`src/rtl/bcrypt_outpkt_builder.sv`:
```
// Drains the bcrypt arbiter's one-entry output and serialises it as a framed
// 16-bit word stream: header, pkt_id, length, body, inverted-sum checksum.
module bcrypt_outpkt_builder #(
  parameter logic [3:0] VERSION      = 4'd2,
  parameter int         HASH_NUM_MSB = 3
) (
  input  logic                  CLK,
  input  logic                  RST_N,
  input  logic                  arb_empty,
  input  logic [1:0]            arb_type,
  output logic [3:0]            arb_rd_addr,
  input  logic [15:0]           arb_dout,
  input  logic [15:0]           arb_pkt_id,
  input  logic [31:0]           arb_num_proc,
  input  logic [HASH_NUM_MSB:0] arb_hash_num,
  output logic                  arb_rd_en,
  output logic [15:0]           out_dout,
  output logic                  out_wr_en,
  input  logic                  out_full,
  output logic [15:0]           frame_count,
  output logic                  err
);

  localparam logic [1:0] T_RESULT  = 2'd0;
  localparam logic [1:0] T_CMP     = 2'd1;
  localparam logic [1:0] T_DONE    = 2'd2;
  localparam logic [1:0] T_INVALID = 2'd3;

  typedef enum logic [2:0] {IDLE, HDR, PKTID, LEN, BODY, CSUM, ACK, GAP} state_t;

  state_t                state;
  logic [1:0]            type_q;
  logic [15:0]           pkt_id_q;
  logic [31:0]           num_proc_q;
  logic [HASH_NUM_MSB:0] hash_q;
  logic [3:0]            idx;
  logic [15:0]           csum;
  logic                  wr_due;
  logic [15:0]           word;

  function automatic logic [15:0] body_len(input logic [1:0] t);
    case (t)
      T_RESULT: body_len = 16'd16;
      T_CMP:    body_len = 16'd4;
      T_DONE:   body_len = 16'd2;
      default:  body_len = 16'd0;
    endcase
  endfunction

  function automatic logic [3:0] last_idx(input logic [1:0] t);
    case (t)
      T_RESULT: last_idx = 4'd15;
      T_CMP:    last_idx = 4'd3;
      default:  last_idx = 4'd1;
    endcase
  endfunction

  // CMP_RESULT body skips mem[1]: words come from mem[0], mem[2], mem[3].
  function automatic logic [3:0] body_addr(input logic [1:0] t, input logic [3:0] i);
    if (t == T_CMP) begin
      case (i)
        4'd1:    body_addr = 4'd2;
        4'd2:    body_addr = 4'd3;
        default: body_addr = 4'd0;
      endcase
    end else if (t == T_RESULT) begin
      body_addr = i;
    end else begin
      body_addr = 4'd0;
    end
  endfunction

  function automatic logic [15:0] body_word(input logic [1:0] t, input logic [3:0] i,
                                            input logic [15:0] mem_word);
    case (t)
      T_CMP:   body_word = (i == 4'd3) ? {{(15 - HASH_NUM_MSB){1'b0}}, hash_q} : mem_word;
      T_DONE:  body_word = (i == 4'd0) ? num_proc_q[15:0] : num_proc_q[31:16];
      default: body_word = mem_word;
    endcase
  endfunction

  always_comb begin
    wr_due = 1'b0;
    word   = 16'h0000;
    case (state)
      HDR:     begin wr_due = 1'b1; word = {VERSION, 2'b00, type_q, 8'h00}; end
      PKTID:   begin wr_due = 1'b1; word = pkt_id_q; end
      LEN:     begin wr_due = 1'b1; word = body_len(type_q); end
      BODY:    begin wr_due = 1'b1; word = body_word(type_q, idx, arb_dout); end
      CSUM:    begin wr_due = 1'b1; word = ~csum; end
      default: begin wr_due = 1'b0; word = 16'h0000; end
    endcase
  end

  always_ff @(posedge CLK or negedge RST_N) begin
    if (!RST_N) begin
      state       <= IDLE;
      arb_rd_addr <= 4'd0;
      arb_rd_en   <= 1'b0;
      out_dout    <= 16'h0000;
      out_wr_en   <= 1'b0;
      frame_count <= 16'h0000;
      err         <= 1'b0;
      csum        <= 16'h0000;
      idx         <= 4'd0;
      type_q      <= 2'd0;
      pkt_id_q    <= 16'h0000;
      num_proc_q  <= 32'h0;
      hash_q      <= '0;
    end else begin
      out_wr_en <= 1'b0;
      arb_rd_en <= 1'b0;
      case (state)
        IDLE: begin
          if (!arb_empty) begin
            type_q     <= arb_type;
            pkt_id_q   <= arb_pkt_id;
            num_proc_q <= arb_num_proc;
            hash_q     <= arb_hash_num;
            csum       <= 16'h0000;
            idx        <= 4'd0;
            if (arb_type == T_INVALID) begin
              err   <= 1'b1;
              state <= ACK;
            end else begin
              state <= HDR;
            end
          end
        end
        ACK: begin
          arb_rd_en <= 1'b1;
          if (type_q != T_INVALID) frame_count <= frame_count + 16'd1;
          state <= GAP;
        end
        // Arbiter updates arb_empty one cycle after rd_en; skip that stale cycle.
        GAP: state <= IDLE;
        default: begin
          if (wr_due && !out_full) begin
            out_dout  <= word;
            out_wr_en <= 1'b1;
            csum      <= csum + word;
            case (state)
              HDR:   state <= PKTID;
              PKTID: begin
                state       <= LEN;
                arb_rd_addr <= body_addr(type_q, 4'd0);
              end
              LEN:   begin
                state <= BODY;
                idx   <= 4'd0;
              end
              BODY:  begin
                if (idx == last_idx(type_q)) begin
                  state <= CSUM;
                end else begin
                  idx         <= idx + 4'd1;
                  arb_rd_addr <= body_addr(type_q, idx + 4'd1);
                end
              end
              default: state <= ACK;
            endcase
          end
        end
      endcase
    end
  end

endmodule

```
`config.mk`:
```
export PLATFORM = sky130hd
export DESIGN_NAME = bcrypt_outpkt_builder
export DESIGN_NICKNAME = d
export VERILOG_FILES = /design/src/rtl/bcrypt_outpkt_builder.sv
export SDC_FILE = /design/constraint.sdc
export NUM_CORES = 1
export LEC_CHECK = 0
export BUFFER_PORTS_ARGS = -buffer_cell sky130_fd_sc_hd__buf_2
export CAP_MARGIN = 20
export CORE_MARGIN = 3
export CORE_UTILIZATION = 45
export CTS_CLUSTER_DIAMETER = 100
export DETAILED_ROUTE_END_ITERATION = 10
export MAX_ROUTING_LAYER = met4
export PLACE_DENSITY = 0.76
export SYNTH_ARGS = -nofsm -noshare
export SYNTH_HDL_FRONTEND = slang
export SYNTH_SLANG_ARGS = --single-unit
```
`constraint.sdc`:
```
create_clock -name CLK -period 5.34 [get_ports CLK]
set_clock_uncertainty 0.2 [all_clocks]
set_input_delay 0.801 -clock CLK [delete_from_list [all_inputs] [get_ports CLK]]
set_output_delay 0.801 -clock CLK [all_outputs]
set_load 0.02 [all_outputs]
```
# [Word-level counts from Yosys, hierarchy flattened]
# Cells that the tools add are included.
[word_totals] ff_bits=116 input_bits=74 out_inout_bits=39 elab_cells=91
[op_classes] add_sub_neg=3 n_eq_ne=19 mux=32 n_bitwise=4 reduce_logical=20
[op_table] cell="$pmux W16 S5" count=1
[op_table] cell="$mux W16" count=4
[op_table] cell="$pmux W16 S2" count=2
[op_table] cell="$mux W4" count=9
[op_table] cell="$pmux W4 S2" count=4
[op_table] cell="$add A16 B1 Y16 const B" count=1
[op_table] cell="$add A16 B16 Y16" count=1
[op_table] cell="$not A16 Y16" count=1
[op_table] cell="$pmux W5 S3" count=1
[op_table] cell="$eq A3 B3 Y1 const B" count=4
[op_table] cell="$mux W3" count=4
[op_table] cell="$pmux W3 S4" count=1
[op_table] cell="$pmux W3 S3" count=1
[op_table] cell="$reduce_and A3 Y1" count=3
[op_table] cell="$eq A4 B2 Y1 const B" count=2
[op_table] cell="$eq A3 B2 Y1 const B" count=2
[op_table] cell="$ne A2 B2 Y1 const B" count=3
[op_table] cell="$reduce_and A2 Y1" count=3
[op_table] cell="$ne A5 B2 Y1 const B" count=1
[op_table] cell="$reduce_and A5 Y1" count=1
[op_table] cell="$reduce_or A5 Y1" count=1
[op_table] cell="$add A4 B1 Y4 const B" count=1
[op_table] cell="$eq A2 B2 Y1 const B" count=2
[op_table] cell="$eq A4 B1 Y1 const B" count=1
[op_table] cell="18 further kinds" count=24

# [Depth between registers and ports, before layout]
# Gate-level depths: netlist (run 1).
[logic_depth] depth_word=11 mapped_depth=17 depth_no_buf=16

# [Worst setup path after synthesis (run 1)]
# No wires, ideal clock.
[synth_path] path_kind="register to register" from="register idx[0]" to="register csum[14]" setup_time_ns=0.118 t_arrival_ns=3.598 required_ns=5.022 slack_ns=1.423 path_stages_with_launch=18 n_path_buf=1 period_less_slack_ns=3.917 cell_sequence="dfrtp_1 > inv_1 > ha_1 > nor3b_2 > buf_4 > mux2_1 > a22o_1 > a22oi_1 > o221ai_1 > ha_1 > fa_1 > a21o_1 > a21oi_2 > o21ai_1 > a2111o_1 > a41oi_2 > xnor2_1 > a21o_1"
[synth_between] elab_chain_len=7 elab_cells_between_ends=9 classes_between="add/sub: 1; eq/ne: 1; mux: 6; reduce/logical: 1"
[synth_rtl] item="start, declared" line_no="36" source="logic [3:0] idx;"
[synth_rtl] item="start signal, assigned" line_no="156" source="idx <= idx + 4'd1;"
[synth_rtl] item="$eq A4 B2 Y1 / $logic_not A4 Y1 (equally long branches)" line_no="76, 77"
[synth_rtl] item="$mux W16 (on tied branches)" line_no="76, 77"
[synth_rtl] item="$pmux W16 S2 (*)" line_no="75" source="case (t)"
[synth_rtl] item="$pmux W16 S5 (*)" line_no="85" source="case (state)"
[synth_rtl] item="via word[0]" line_no="39" source="logic [15:0] word;"
[synth_rtl] item="$add A16 B16 Y16 (*)" line_no="141" source="csum <= csum + word;"
[synth_rtl] item="$mux W16 (*)" line_no="138" source="if (wr_due && !out_full) begin"
[synth_rtl] item="$pmux W16 S2 (*)" line_no="113" source="case (state)"
[synth_rtl] item="end signal, assigned" line_no="141"
[synth_rtl] item="end, declared" line_no="37" source="logic [15:0] csum;"
# The timed path passes the listed nets; every way through them passes the cells marked *. The select of a mux whose other input is x is not followed.
# A chain may end at the register's enable or synchronous reset.

# [Worst setup path in the final report (run 1)]
# Same ends and word-level chain as after synthesis.

==> results_dict.tcl, run 1 <==
set metrics [dict create \
    nFillCells 1172 \
    synth_area_um2 6180 \
    n_antenna_cell 0 \
    seq_area_frac_synth 0.470 \
    yosysWarnings 0 \
    first_iter_violations 322 \
    place_area_um2 6860 \
    critical_path.endpoint_type "flop" \
    layout_min_cycle_time_ns 4.46 \
    synth_top_area_cell "dfrtp_1" \
    status "completed" \
    synth_cell_types 62 \
    critPathRequiredTime_ns 5.44 \
    numCtsBuffers 17 \
    critical_path_peak_fanout 16 \
    drv_cap 0 \
    post-dp-hpwl_mm 10.8 \
    grt_max_degree 75 \
    gp_congestion 0.926 \
    rsz0062_at_grt "false" \
    cts.sinks 116 \
    synthFlopType "dfrtp_1" \
    wire_per_inst_um 17.9 \
    dieArea_um2 15200 \
    clk_pin_slew_ns 0.06 \
    crit_family "compound AO/OA/AOI/OAI gates" \
    drt-pass1-iter-count 5 \
    die_x_um 123 \
    die_y_um 123 \
    register_area_um2 2900 \
    ys_seq_elements 116 \
    post-route-period-util 0.834 \
    multi_input_area_um2 3090 \
    drtAntennaViolNets 0 \
    postCtsSetupBuffers 0 \
    worstPathArrival_ns 4.56 \
    io_pins 113 \
    synthArstFlopShare 1.00 \
    syn-num-nets 636 \
    layout_common_cells "dfrtp_1 (116), buf_2 (111), mux2_2 (69), nand2_1 (43), ha_1 (25)" \
    antenna_found_initial 0 \
    num_rows 42 \
    ctsHoldBuffers 0 \
    grt_pass1_vias 4996 \
    worst_slew_pin_slew_ns 0.930 \
    grt_overflow 0 \
    slew_violations 0 \
    clockBufferDepth 2 \
    worstPathBufferInverterCount 2 \
    layout-drive-gt1-share 0.352 \
    fp.coreArea_um2 13300 \
    fmax_mhz 224 \
    grt_first_pass_wirelength_mm 24.7 \
    vdd_ir_drop_max_mv 0.292 \
    synth-edff-count 0 \
    slew_headroom 0.380 \
    vias 4669 \
    cp_slowest_cell "dfrtp_1" \
    syn_area_per_cell_um2 11.5 \
    powerDensity_nw_per_um2 648 \
    via_per_inst 5.58 \
    h-tree-depth 4 \
    cts_root_buf "clkbuf_16" \
    synth_area_leaders "dfrtp_1 (47%), mux2_2 (13%), ha_1 (5.1%)" \
    slowest_delay_ns 0.47 \
    insertion_delay_ns 0.41 \
    setup_ws_ns 0.884 \
    cts_tree "yes" \
    start_util 0.463 \
    p_leak_nw 3.58 \
    start_kind "flop" \
    areaGrowthSynthToFinish_pct 20.4 \
    final_area_um2 7440 \
    finalHoldViolations 0 \
    drc_errors 0 \
    critPathKind "flop to flop" \
    grtUsageTotal 0.217 \
    path_cells "inv_1 > ha_1 > nor3b_2 > buf_4 > mux2_1 > a22o_1 > a22oi_1 > o221ai_1 > ha_1 > fa_1 > a21o_1 > a21oi_2 > o21ai_1 > a2111o_1 > a41oi_2 > xnor2_1 > a21o_1" \
    hp-class "flop to flop" \
    wirelength_mm 15.0 \
    layout_commonest_cell "dfrtp_1" \
    yosysTopAreaCellShare 0.470 \
    cts-resized-gates 0 \
    setup_tns_ns 0 \
    final-setup-viol-count 0 \
    nets 748 \
    pre_cts_slack_ns 0.942 \
    synthCells 536 \
    numPortBuffers 112 \
]
per-stage QoR:
| step | cells | total power [mW] | hold WS (ns) | utilization |
|---|---|---|---|---|
| 2_1_floorplan | 536 | 3.19 | 0.273 | - |
| 3_3_place_gp | 805 | 3.64 | 0.254 | 0.514 |
| 3_5_place_dp | 805 | 3.74 | 0.257 | 0.514 |
| 4_1_cts | 837 | 4.84 | 0.270 | 0.557 |
| 5_1_grt | 837 | 5.15 | 0.278 | 0.557 |
| 6_report | 837 | 4.82 | 0.263 | 0.557 |
cells in the mapped netlist (all sizes together) (3+ instances only):
cell type / number
buf: 19
clkbuf: 7
nand2: 43
xnor2: 23
nand2b: 4
a21o: 13
o22ai: 9
o21bai: 3
xor2: 9
a22oi: 17
nor2b: 5
nand3: 7
a31oi: 6
ha: 25
a21oi: 11
nor3: 6
nor2: 22
mux2i: 13
a22o: 19
mux2: 73
inv: 9
a211oi: 4
nand4: 5
o221ai: 3
o21ai: 28
o31ai: 4
and3: 5
dfrtp: 116
flip-flops by register name (all words and copies together) (netlist names):
register	count
out_wr_en	1
hash_q	4
arb_rd_en	1
out_dout	16
csum	16
num_proc_q	32
type_q	2
arb_rd_addr	4
err	1
frame_count	16
pkt_id_q	16
idx	4
state	3
layer usage:
layer,vias up,part of all wire,track usage
li1,2196,-,-
met1,2309,0.43,0.265
met2,143,0.51,0.356
met3,21,0.049,0.0457
met4,0,0.016,0.0803
met5,-,0,-
report_power, final:
group,internal (mW),switching [mW],total [mW]
Combinational,1.01,1.21,2.22
Sequential,1.23,0.279,1.51
Clock,0.677,0.410,1.09
cell families (layout without fill, tap and decap cells):
family,after synthesis,after routing,share of synthesized area
adders and majority gates,26,26,0.0539
buffers and inverters,35,160,0.0298
muxes,86,86,0.154
DFF,116,116,0.470
AOI/OAI and AO/OA,135,135,0.161
and+or+nand+nor,106,106,0.0863
xor gates and xnor gates,32,32,0.0454
worst paths after layout:
path | start | to | slack (ns) | cells after the start
worst max-delay path | idx[0]$_DFFE_PN0P_ | csum[14]$_DFFE_PN0P_ | 0.88 | 17
worst min-delay path | err$_DFFE_PN0P_ | err$_DFFE_PN0P_ | 0.26 | 1
worst max register to register | idx[0]$_DFFE_PN0P_ | csum[14]$_DFFE_PN0P_ | 0.88 | 17
worst min register to register | err$_DFFE_PN0P_ | err$_DFFE_PN0P_ | 0.26 | 1
max in group asynchronous | RST_N | out_dout[8]$_DFFE_PN0P_ | 3.48 | 2
min in group asynchronous | RST_N | num_proc_q[1]$_DFFE_PN0P_ | 0.33 | 1
area by class of cell:
type / count / share of cell area
clock buffers: 21 / 0.0633
clock inverters: 11 / 0.0138
inverters: 9 / 0.00454
multi-input cells: 385 / 0.416
flip-flops and latches: 116 / 0.390
well taps: 176 / 0.0296
repair buffers: 119 / 0.0828
No activity file was read; power rests on OpenSTA's default activity.
==> run 2, diff against run 1 <==
- clock period: 5.34 -> 4.5 ns (I/O delays scaled with it)
==> run 2 against run 1 <==
  * Die area unchanged
  * Cell area up 0.82%
  * Via count increased by 2.1%
  * Combinational power rose by 21%
  * Global-route usage fell by 0.17 points
  * Non-clock buffer count is 6 higher
  * Total power increased by 21%
  * Sequential cell count did not move
  * Setup slack lost 0.60 ns
  * Highest routed layer unchanged
==> results_dict.tcl, run 2 (synthesis results as in run 1) <==
set metrics [dict create \
    final-setup-viol-count 0 \
    numPortBuffers 112 \
    fp.coreArea_um2 13300 \
    p_comb_frac 0.463 \
    path_cells "inv_1 > ha_1 > nor2b_1 > a31oi_4 > a22oi_1 > o221ai_1 > ha_1 > fa_1 > a21o_1 > a21oi_2 > o21ai_1 > a2111o_1 > a41oi_2 > xnor2_1 > a21o_1" \
    largest_reg_flops 32 \
    slew_headroom 0.400 \
    register_area_um2 2900 \
    wire_per_inst_um 17.9 \
    cts.sinks 116 \
    p_leak_nw 3.63 \
    pwr-share-clk 0.226 \
    areaGrowthSynthToFinish_pct 21.4 \
    antenna_found_initial 0 \
    grt_overflow 0 \
    layout_min_cycle_time_ns 4.22 \
    layout_commonest_cell "dfrtp_1" \
    clockBufferDepth 2 \
    cts_root_buf "clkbuf_16" \
    critPathRequiredTime_ns 4.60 \
    post-dp-hpwl_mm 10.9 \
    slew_violations 0 \
    die_x_um 123 \
    layout-drive-gt1-share 0.356 \
    power_frac_seq 0.311 \
    status "completed" \
    io_pins 113 \
    nFillCells 1149 \
    p_sw_frac 0.389 \
    h-tree-depth 4 \
    num_rows 42 \
    post-route-period-util 0.937 \
    grt_first_pass_wirelength_mm 24.4 \
    multi_input_area_um2 3100 \
    start_util 0.463 \
    rsz0062_at_grt "false" \
    final_area_um2 7500 \
    worst_slew_pin_slew_ns 0.900 \
    start_kind "flop" \
    grtUsageTotal 0.215 \
    slowest_delay_ns 0.47 \
    clk_pin_slew_ns 0.05 \
    place_area_um2 6890 \
    drv_cap 0 \
    dieArea_um2 15200 \
    die_y_um 123 \
    via_per_inst 5.66 \
    critPathKind "flop to flop" \
    setup_tns_ns 0 \
    numCtsBuffers 17 \
    vias 4768 \
    gp_congestion 0.927 \
    drt-pass1-iter-count 4 \
    critical_path.endpoint_type "flop" \
    grt_max_degree 61 \
    layout_common_cells "dfrtp_1 (116), buf_2 (111), mux2_2 (69), nand2_1 (43), ha_1 (25)" \
    crit_family "compound AO/OA/AOI/OAI gates" \
    drtAntennaViolNets 0 \
    critical_path_peak_fanout 16 \
    n_antenna_cell 0 \
    fmax_mhz 237 \
    drc_errors 0 \
    p_int_mw 3.55 \
    worstPathBufferInverterCount 1 \
    powerDensity_nw_per_um2 775 \
    p_switching_mw 2.26 \
    grt_pass1_vias 4839 \
    worstPathArrival_ns 4.31 \
    cp_slowest_cell "ha_1" \
    cts_tree "yes" \
    vdd_ir_drop_max_mv 0.380 \
    insertion_delay_ns 0.42 \
    wirelength_mm 15.1 \
    finalHoldViolations 0 \
    hp-class "primary input to asynchronous set/reset pin" \
    top_register "num_proc_q" \
    first_iter_violations 379 \
    nets 754 \
]
-- run 2: timing repair --
| action | 4_1_cts | 5_1_grt |
|---|---|---|
| hold buffers | 0 | 0 |
| gates resized for setup | 0 | 2 |
| endpoints found under the setup margin | 0 | 4 |
| buffers inserted | 0 | 3 |
-- run 2: final timing paths --
| kind | cells after the start | endpoint | startpoint | slack [ns] |
|---|---|---|---|---|
| max in group asynchronous | 2 | pkt_id_q[13]$_DFFE_PN0P_ | RST_N | 3.04 |
| hold reg to reg | 1 | err$_DFFE_PN0P_ | err$_DFFE_PN0P_ | 0.26 |
| min in group CLK | 1 | err$_DFFE_PN0P_ | err$_DFFE_PN0P_ | 0.26 |
| hold / removal | 1 | hash_q[2]$_DFFE_PN0P_ | RST_N | 0.12 |
| setup reg to reg | 15 | csum[14]$_DFFE_PN0P_ | type_q[0]$_DFFE_PN0P_ | 0.28 |
| setup / recovery | 15 | csum[14]$_DFFE_PN0P_ | type_q[0]$_DFFE_PN0P_ | 0.28 |
-- run 2: final cells by class --
| type | count | share of cell area |
|---|---|---|
| inverter | 9 | 0.00451 |
| clock inverter | 9 | 0.0137 |
| multi-input combinational | 385 | 0.413 |
| sequential | 116 | 0.387 |
| clock buffer | 22 | 0.0632 |
| tap | 176 | 0.0294 |
| timing repair buffer | 125 | 0.0886 |
-- run 2: power groups by stage --
stage          Combinational (mW)  Clock (mW)  Sequential (mW)
6_report                     2.69        1.31             1.81
5_1_grt                      2.95        1.39             1.86
4_1_cts                      2.65        1.33             1.80
3_5_place_dp                 2.63           0             1.81
3_3_place_gp                 2.54           0             1.79
2_1_floorplan                2.02           0             1.76
-- run 2: stage by stage --
step	cells	setup slack [ns]	util	power, mW	hold slack [ns]
4_1_cts	839	0.118	0.559	5.78	0.152
5_1_grt	842	0.0223	0.562	6.20	0.196
3_3_place_gp	808	0.276	0.516	4.33	0.256
6_report	842	0.282	0.562	5.81	0.125
2_1_floorplan	536	0.583	-	3.79	0.179
3_5_place_dp	808	0.129	0.516	4.45	0.258
-- run 2: layer usage --
| layer | GRT usage | vias up | wire [um] |
|---|---|---|---|
| met3 | 0.0526 | 16 | 709 |
| li1 | - | 2220 | - |
| met5 | - | - | 0 |
| met1 | 0.274 | 2400 | 6540 |
| met4 | 0.0817 | 0 | 258 |
| met2 | 0.334 | 132 | 7560 |
==> run 3, diff against run 2 <==
- ABC_AREA: not set -> 1
- PLACE_DENSITY: 0.76 -> 0.75
==> run 3 against run 2 <==
  * First-iteration DRC count rose by 10%
  * Critical path type unchanged
  * Register-to-register slack gained 0.59 ns
  * Clock power about the same
  * Non-clock buffer count decreased by 10
  * Cell area increased by 2.1%
==> results_dict.tcl, run 3 <==
set metrics [dict create \
    dpl.cell_count 1073 \
    fp.coreArea_um2 13500 \
    grt_max_degree 65 \
    wirelength_mm 17.3 \
    worstPathArrival_ns 3.77 \
    num_rows 42 \
    largest_reg_flops 32 \
    wire_per_inst_um 15.6 \
    nets 1016 \
    layout_min_cycle_time_ns 3.63 \
    yosysTopAreaCellShare 0.457 \
    syn_area_per_cell_um2 7.87 \
    synth_top_area_cell "dfrtp_1" \
    cts.sinks 116 \
    synthFlopType "dfrtp_1" \
    synth-edff-count 0 \
    drtAntennaViolNets 0 \
    synth_cell_types 44 \
    drv_cap 0 \
    grt_overflow 0 \
    multi_input_area_um2 3160 \
    h-tree-depth 4 \
    setup_tns_ns 0 \
    start_util 0.471 \
    insertion_delay_ns 0.42 \
    post-route-period-util 0.807 \
    p_sw_frac 0.435 \
    status "completed" \
    vdd_ir_drop_max_mv 0.296 \
    critPathKind "flop to flop" \
    grtUsageTotal 0.235 \
    fin_hold_ws_ns 0.155 \
    p_int_mw 3.08 \
    drt-pass1-iter-count 5 \
    p_leak_nw 4.07 \
    layout_commonest_cell "nand2_1" \
    power_frac_seq 0.324 \
    ys_seq_elements 116 \
    via_per_inst 5.30 \
    worst_slew_pin_slew_ns 0.906 \
    clockBufferDepth 2 \
    areaGrowthSynthToFinish_pct 20.5 \
    critical_path_peak_fanout 16 \
    top_register "num_proc_q" \
    clk_pin_slew_ns 0.06 \
    syn-num-nets 907 \
    gp_congestion 0.978 \
    ff2ff_path_depth 18 \
    ctsHoldBuffers 0 \
    dieArea_um2 15600 \
    pwr-share-clk 0.246 \
    antenna_found_initial 0 \
    post-dp-hpwl_mm 12.5 \
    synth_common_cells "nand2_1 (328), dfrtp_1 (116), o21ai_0 (61)" \
    rsz0062_at_grt "false" \
    nFillCells 1186 \
    register_area_um2 2900 \
    synth_area_leaders "dfrtp_1 (46%), nand2_1 (19%), ha_1 (4.9%)" \
    critPathRequiredTime_ns 4.64 \
    layout_common_cells "nand2_1 (328), dfrtp_1 (116), buf_2 (111), o21ai_0 (61), nor2_1 (47)" \
    finalHoldViolations 0 \
    postCtsSetupBuffers 0 \
    synthCells 807 \
    final-setup-viol-count 0 \
    numCtsBuffers 17 \
    synth.most_common_cell "nand2_1" \
    slew_headroom 0.396 \
    hp-class "primary input to asynchronous set/reset pin" \
    critical_path.endpoint_type "flop" \
    cts_tree "yes" \
    powerDensity_nw_per_um2 712 \
    fin_cells 1105 \
    vias 5855 \
    slew_violations 0 \
    numPortBuffers 112 \
    p_switching_mw 2.37 \
    p_comb_frac 0.430 \
    grt_first_pass_wirelength_mm 28.8 \
    fmax_mhz 275 \
    seq_area_frac_synth 0.457 \
    die_y_um 125 \
    yosysWarnings 0 \
    io_pins 113 \
    first_iter_violations 417 \
    n_antenna_cell 0 \
    drc_errors 0 \
    cts-resized-gates 0 \
    synthArstFlopShare 1.00 \
    start_kind "flop" \
    cts_root_buf "clkbuf_16" \
    die_x_um 125 \
    synth_area_um2 6350 \
    grt_pass1_vias 5857 \
    layout-drive-gt1-share 0.191 \
]
-- run 3: cell count changes after synthesis, sizes merged, moves of 18 or more --
cell   change
a22o      -18
nor2      +35
mux2      -73
o21ai     +41
nand2    +289
inv       +40
nand3     +27
-- run 3: final cells by class --
class | count | area share
multi-input combinational | 616 | 0.413
inverter | 50 | 0.0250
timing repair buffer | 115 | 0.0765
clock inverter | 12 | 0.0170
clock buffer | 20 | 0.0610
sequential | 116 | 0.379
tap | 176 | 0.0288
-- run 3: power by group through the flow --
stage	clock (mW)	combinational (mW)	sequential [mW]
2_1_floorplan	0	1.60	1.80
3_3_place_gp	0	2.23	1.76
3_5_place_dp	0	2.30	1.76
4_1_cts	1.36	2.32	1.76
5_1_grt	1.41	2.66	1.81
6_report	1.34	2.34	1.76
-- run 3: worst max-delay path, cell delays in order (launching register included) --
cell	delay [ns]
dfrtp_1	0.44
inv_1	0.12
ha_1	0.39
nand2_1	0.34
nand2_1	0.15
nand2_1	0.06
nand2_1	0.07
nand2_1	0.06
ha_1	0.21
fa_1	0.42
nand3_1	0.11
nand2_1	0.10
a21boi_0	0.33
inv_1	0.13
nand3_1	0.09
nand2_1	0.07
nand2_1	0.06
nand2_1	0.04
o21ai_0	0.16
-- run 3: cells by family after synthesis --
logic type,synth area share
compound gates,0.118
xor+xnor,0.0287
fa+ha+maj,0.0524
buf+inv,0.0469
flops,0.457
simple gates,0.298
-- run 3: stage by stage --
stage                     total power [mW]  instance area, um^2  worst slack (ns)  utilization
after floorplan                       3.40                 6350              1.42            -
after global placement                3.99                 7060              1.10        0.523
after detailed placement              4.06                 7060             0.972        0.523
after CTS                             5.44                 7660             0.945        0.567
after global routing                  5.88                 7660             0.468        0.567
final                                 5.45                 7660             0.868        0.567
-- run 3: worst paths after layout --
kind	slack (ns)	startpoint	endpoint
worst min-delay path	0.15	RST_N	state[0]$_DFFE_PN0P_
worst min register to register	0.27	out_dout[14]$_DFFE_PN0P_	out_dout[14]$_DFFE_PN0P_
min in group CLK	0.25	arb_hash_num[1]	hash_q[1]$_DFFE_PN0P_
worst max register to register	0.87	type_q[0]$_DFFE_PN0P_	csum[14]$_DFFE_PN0P_
worst max-delay path	0.87	type_q[0]$_DFFE_PN0P_	csum[14]$_DFFE_PN0P_
max in group asynchronous	3.08	RST_N	num_proc_q[18]$_DFFE_PN0P_
-- run 3: metal layers --
layer	vias to the layer above	GRT usage	wire [um]
li1	2847	-	-
met4	0	0.0938	507
met3	46	0.0515	1010
met2	236	0.351	7810
met5	-	-	0
met1	2726	0.313	7950
